$ cat config.mk
export PLATFORM = sky130hd
export DESIGN_NAME = dispatch_ctrl
export DESIGN_NICKNAME = d
export VERILOG_FILES = /design/src/rtl/dispatch_ctrl.sv
export SDC_FILE = /design/constraint.sdc
export NUM_CORES = 1
export LEC_CHECK = 0
export ABC_AREA = 1
export CAP_MARGIN = 10
export CORE_UTILIZATION = 48
export DETAILED_ROUTE_END_ITERATION = 12
export PLACE_DENSITY = 0.81
export SYNTH_ARGS = -nofsm -noshare
export SYNTH_HDL_FRONTEND = slang
export SYNTH_SLANG_ARGS = --single-unit
$ cat constraint.sdc
create_clock -name clock -period 9.9 [get_ports clock]
set_clock_uncertainty 0.1 [all_clocks]
set_input_delay 2.97 -clock clock [delete_from_list [all_inputs] [get_ports clock]]
set_output_delay 2.97 -clock clock [all_outputs]
set_load 0.01 [all_outputs]
$ cat src/rtl/dispatch_ctrl.sv
// In-order dispatch admission for a 3-wide bundle against free-list, ROB and RS
// availability, with a post-recovery blackout window, halt latch and stall counter.
module dispatch_ctrl #(
    parameter int unsigned RECOVER_CYCLES = 2,
    parameter int unsigned ROB_W          = 6,
    parameter int unsigned RS_W           = 5
) (
    input  logic             clock,
    input  logic             reset,
    input  logic [2:0]       inst_valid,
    input  logic [2:0]       needs_dest,
    input  logic [4:0]       fl_avail,
    input  logic             fl_full,
    input  logic [ROB_W-1:0] rob_avail,
    input  logic [RS_W-1:0]  rs_avail,
    input  logic             BPRecoverEN,
    input  logic             halt_in,
    output logic [2:0]       DispatchEN,
    output logic [2:0]       dispatch_valid,
    output logic [1:0]       dispatch_num,
    output logic             stall,
    output logic [1:0]       state,
    output logic [15:0]      stall_cycles
);

    localparam int unsigned FL_W   = 6;
    localparam int unsigned CNT_W  = 4;
    localparam int unsigned ROB_CW = (ROB_W > 2) ? ROB_W : 2;
    localparam int unsigned RS_CW  = (RS_W > 2) ? RS_W : 2;

    typedef enum logic [1:0] {
        RUN     = 2'd0,
        RECOVER = 2'd1,
        HALTED  = 2'd2
    } state_t;

    state_t           state_q, state_d;
    logic [CNT_W-1:0] cnt_q, cnt_d;
    logic [FL_W-1:0]  fl_eff;
    logic [2:0]       admit;
    logic [1:0]       inst_cnt, dest_cnt, inst_try, dest_try;
    logic             open;
    logic             go;

    // Contiguous admission from slot 2 downward; first failing slot closes the prefix.
    always_comb begin
        fl_eff   = fl_full ? FL_W'(32) : FL_W'(fl_avail);
        admit    = '0;
        inst_cnt = '0;
        dest_cnt = '0;
        inst_try = '0;
        dest_try = '0;
        open     = 1'b1;
        for (int i = 2; i >= 0; i--) begin
            inst_try = inst_cnt + 2'd1;
            dest_try = dest_cnt + 2'(needs_dest[i]);
            if (open && inst_valid[i]
                && (ROB_CW'(inst_try) <= ROB_CW'(rob_avail))
                && (RS_CW'(inst_try) <= RS_CW'(rs_avail))
                && (FL_W'(dest_try) <= fl_eff)) begin
                admit[i] = 1'b1;
                inst_cnt = inst_try;
                dest_cnt = dest_try;
            end else begin
                open = 1'b0;
            end
        end
    end

    // Free-list head is rewound whenever BPRecoverEN is high, so nothing may allocate then.
    always_comb begin
        go             = !reset && (state_q == RUN) && !BPRecoverEN;
        dispatch_valid = go ? admit : 3'b000;
        DispatchEN     = dispatch_valid & needs_dest;
        dispatch_num   = 2'(dispatch_valid[2]) + 2'(dispatch_valid[1]) + 2'(dispatch_valid[0]);
        stall          = !reset && inst_valid[2] && (dispatch_num == 2'd0);
    end

    always_ff @(posedge clock or posedge reset) begin
        if (reset) begin
            state_q <= RUN;
            cnt_q   <= '0;
        end else begin
            state_q <= state_d;
            cnt_q   <= cnt_d;
        end
    end

    always_comb begin
        state_d = state_q;
        cnt_d   = cnt_q;
        case (state_q)
            RUN: begin
                if (BPRecoverEN) begin
                    state_d = RECOVER;
                    cnt_d   = CNT_W'(RECOVER_CYCLES);
                end else if (halt_in) begin
                    state_d = HALTED;
                end
            end
            RECOVER: begin
                if (BPRecoverEN) begin
                    cnt_d = CNT_W'(RECOVER_CYCLES);
                end else if (cnt_q <= CNT_W'(1)) begin
                    state_d = RUN;
                    cnt_d   = '0;
                end else begin
                    cnt_d = cnt_q - CNT_W'(1);
                end
            end
            HALTED: begin
                state_d = HALTED;
            end
            default: begin
                state_d = RUN;
                cnt_d   = '0;
            end
        endcase
    end

    // Saturating stall counter, RUN-state stalls only.
    always_ff @(posedge clock or posedge reset) begin
        if (reset) begin
            stall_cycles <= '0;
        end else if ((state_q == RUN) && stall && !BPRecoverEN
                     && (stall_cycles != 16'hFFFF)) begin
            stall_cycles <= stall_cycles + 16'd1;
        end
    end

    assign state = state_q;

endmodule
==> results.yml <==
status:
  status: "finished clean"
sta:
  fin_crit_ps: 9890
  grt_setup_unrepaired: "yes"
  timing.final.max_slew_violations: 0
  fin_ws_ps: 7.29
  hold_viol_final: 0
  fin_tns_setup_ps: 0
  timing.final.crit_share_pct: 99.9
  max_slew.worst_pin.slew_ps: 899
  fmax_mhz: 101
  slew_headroom_pct: 40.0
  setup-violations-final: 0
clock_network:
  cts.htree.levels: 1
  cts-root-buf: "clkbuf_8"
  cts_hold_buf: 0
  clockBufferDepth: 2
  cts_sinks: 22
  clk_latency_ps: 260
  cts_tree: "done"
  clkSlewWorstSetupHoldPaths_ps: 80
  numCtsBuffers: 3
floorplanning:
  dieWidth_um: 64.4
  io-pin-count: 54
  initial_core_util_pct: 50.6
  placementRows: 22
  core_area_um2: 3690
  dieArea_um2: 4140
  die_h_um: 64.4
routing:
  ant_nets: 0
  wl_per_cell_um: 15.3
  via_per_inst: 5.24
  finalWirelength_mm: 6.57
  route.detailed.drc: 0
  vias: 2249
  drt-initial-drc-count: 152
  first_pass_iters: 4
setup_path:
  ff2ff_setup_slack_ps: 6580
  reg2reg_to: "stall_cycles[9]$_DFFE_PP0P_"
  r2r_cells: 16
  crit_type: "input pin to primary output"
  cpMostUsedCell: "buf_4"
  path_max_fanout: 3
  start_kind: "input pin"
  cp_slowest_stage_delay_ps: 530
  worst_setup_path_end_kind: "primary output"
  critical_path.top_delay_family: "buffers and inverters"
  crit_arrival_ps: 6820
  critPathRequiredTime_ps: 6830
  reg2reg_from: "state[0]$_DFFE_PP0P_"
  slowest_stage: "fa_1"
  path_buf_inv: 15
global_routing:
  grt_remaining_overflow: 0
  grt_pass1_vias: 2216
  antenna_found_initial: 0
  grt_pass1_wl_mm: 9.40
  grt_start_max_net_pins: 24
  grt_usage_pct: 29.5
pwr:
  combPwrFrac_pct: 50.9
  p_seq_share_pct: 33.6
  p_leak_nw: 1.57
  power_density_nw_per_um2: 136
  internal_power_w: 0.000258
  irDropWorstVdd_uv: 81.9
  clkPwrFrac_pct: 15.5
  p_sw_share_pct: 38.5
  power_switching_w: 0.000161
synthesis:
  yosysMostFrequentCell: "nand2_1"
  synth_edf_count: 0
  synth_warnings: 0
  seq_area_frac_synth_pct: 29.5
  ys_types: 26
  synth_ff_type: "dfrtp_1"
  ys_ff_latch: 22
  syn_inst: 264
  synth_area_leaders: "dfrtp_1 (29%), ha_1 (12%), nand2_1 (12%), inv_1 (10%), nor2_1 (7.8%)"
  syn_nets: 310
  synth_top_area_cell: "dfrtp_1"
  avgSynthCellArea_um2: 7.07
  yosys-top-cells-count: "nand2_1 (60), inv_1 (50), nor2_1 (39)"
  async_flop_share_pct: 100
  syn_area_um2: 1870
  synth_top_area_share_pct: 29.5
finish:
  layout-drive-gt1-share_pct: 37.3
  antenna_cells: 0
  stdcell_area_um2: 3090
  final_nets: 428
  synthToLayoutAreaGrowth_pct: 65.5
  instances_no_fill: 429
placed_design:
  placed_area_um2: 2560
  dp.cells: 380
  dp_slack_ps: -660
  numPortBuffers: 53
  routabilityCongestion: 0.884
  place.detailed.hpwl_mm: 3.41
min_path:
  whs_path_depth: 1
  hold_start: "stall_cycles[5]$_DFFE_PP0P_"
  whs_endpoint: "stall_cycles[5]$_DFFE_PP0P_"
  hold_class: "flop to flop"
flow_run:
  cap_violations: 0
power by group through the flow:
stage,logic [W],clock network (W),registers [W]
floorplan,0.0000983,0,0.000147
global placement,0.000179,0,0.000141
detailed placement,0.000183,0,0.000142
CTS,0.000195,0.0000664,0.000140
global route,0.000234,0.0000700,0.000144
finish,0.000213,0.0000651,0.000141
worst max-delay path by stage:
stage / to / startpoint / depth (start not counted)
final: stall / fl_full / 32
after global routing: stall / rob_avail[4] / 32
after CTS: stall / inst_valid[2] / 29
after detailed placement: stall / fl_full / 33
after global placement: stall / needs_dest[2] / 33
after floorplan: stall / fl_full / 30
repair_timing:
action,4_1_cts,5_1_grt
pin swaps,29,39
setup endpoints to repair,5,5
gates resized for setup,45,84
setup buffers,42,3
registers in the layout, indices dropped and copies added (netlist names):
name          cells
stall_cycles     16
state             2
cnt_q             4
area by class of cell:
class                      count  area [µm²]
tap                           48        60.1
inverter                      51         194
sequential                    22         551
multi-input combinational    189        1300
fill                         208         598
timing repair buffer         115         932
clock buffer                   4        55.1
worst register-to-register path, cell delays in order, from the launching register on:
cell and delay [ps]:
dfrtp_1 420, inv_1 80, nand3b_1 120, nor2_1 240, inv_1 130, nor2_1 200
inv_1 100, fa_1 550, nand4_1 130, buf_4 220, buf_4 120, nor2_1 100
nand2_2 200, inv_2 310, nand2_1 90, nand2_1 60, nand2_1 40
cell usage in the layout, fill, tap and decap left out, types with 5 or more instances in the layout:
cell,synthesis,final
buf_4,0,61
nand2_1,60,51
inv_1,50,42
clkdlybuf4s50_1,0,31
nor2_1,39,27
dfrtp_1,22,22
ha_1,18,13
xor2_1,12,12
clkbuf_2,0,12
nor2_4,0,10
nand3_1,14,9
nand2_2,1,9
inv_2,1,8
nand3_2,2,7
o21ai_2,5,6
buf_6,2,6
o21ai_0,7,5
nand4_1,5,5
nor2_2,3,5
logic make-up (layout without fill, tap and decap cells):
kind of cell / Yosys count / after routing / synth area share (%)
and+or+nand+nor: 134 / 134 / 31.9
buffers and inverters: 53 / 170 / 11.5
AOI/OAI and AO/OA: 22 / 22 / 7.44
DFF: 22 / 22 / 29.5
adders and majority gates: 19 / 19 / 13.1
xor gates and xnor gates: 14 / 14 / 6.57
per-layer routing:
metal	global-route usage (%)	routed length, µm
met5	0	0
met4	20.8	435
met3	4.82	331
met2	52.9	3210
met1	30.9	2600
stage by stage:
stage / utilization [%] / hold slack, ps / total power [W]
after detailed placement: 69.5 / 420 / 0.000324
after global placement: 69.5 / 416 / 0.000319
after floorplan: - / 439 / 0.000245
after global routing: 83.8 / 451 / 0.000448
final: 83.8 / 445 / 0.000419
after CTS: 80.5 / 432 / 0.000401
(Power assumes the default switching activity.)
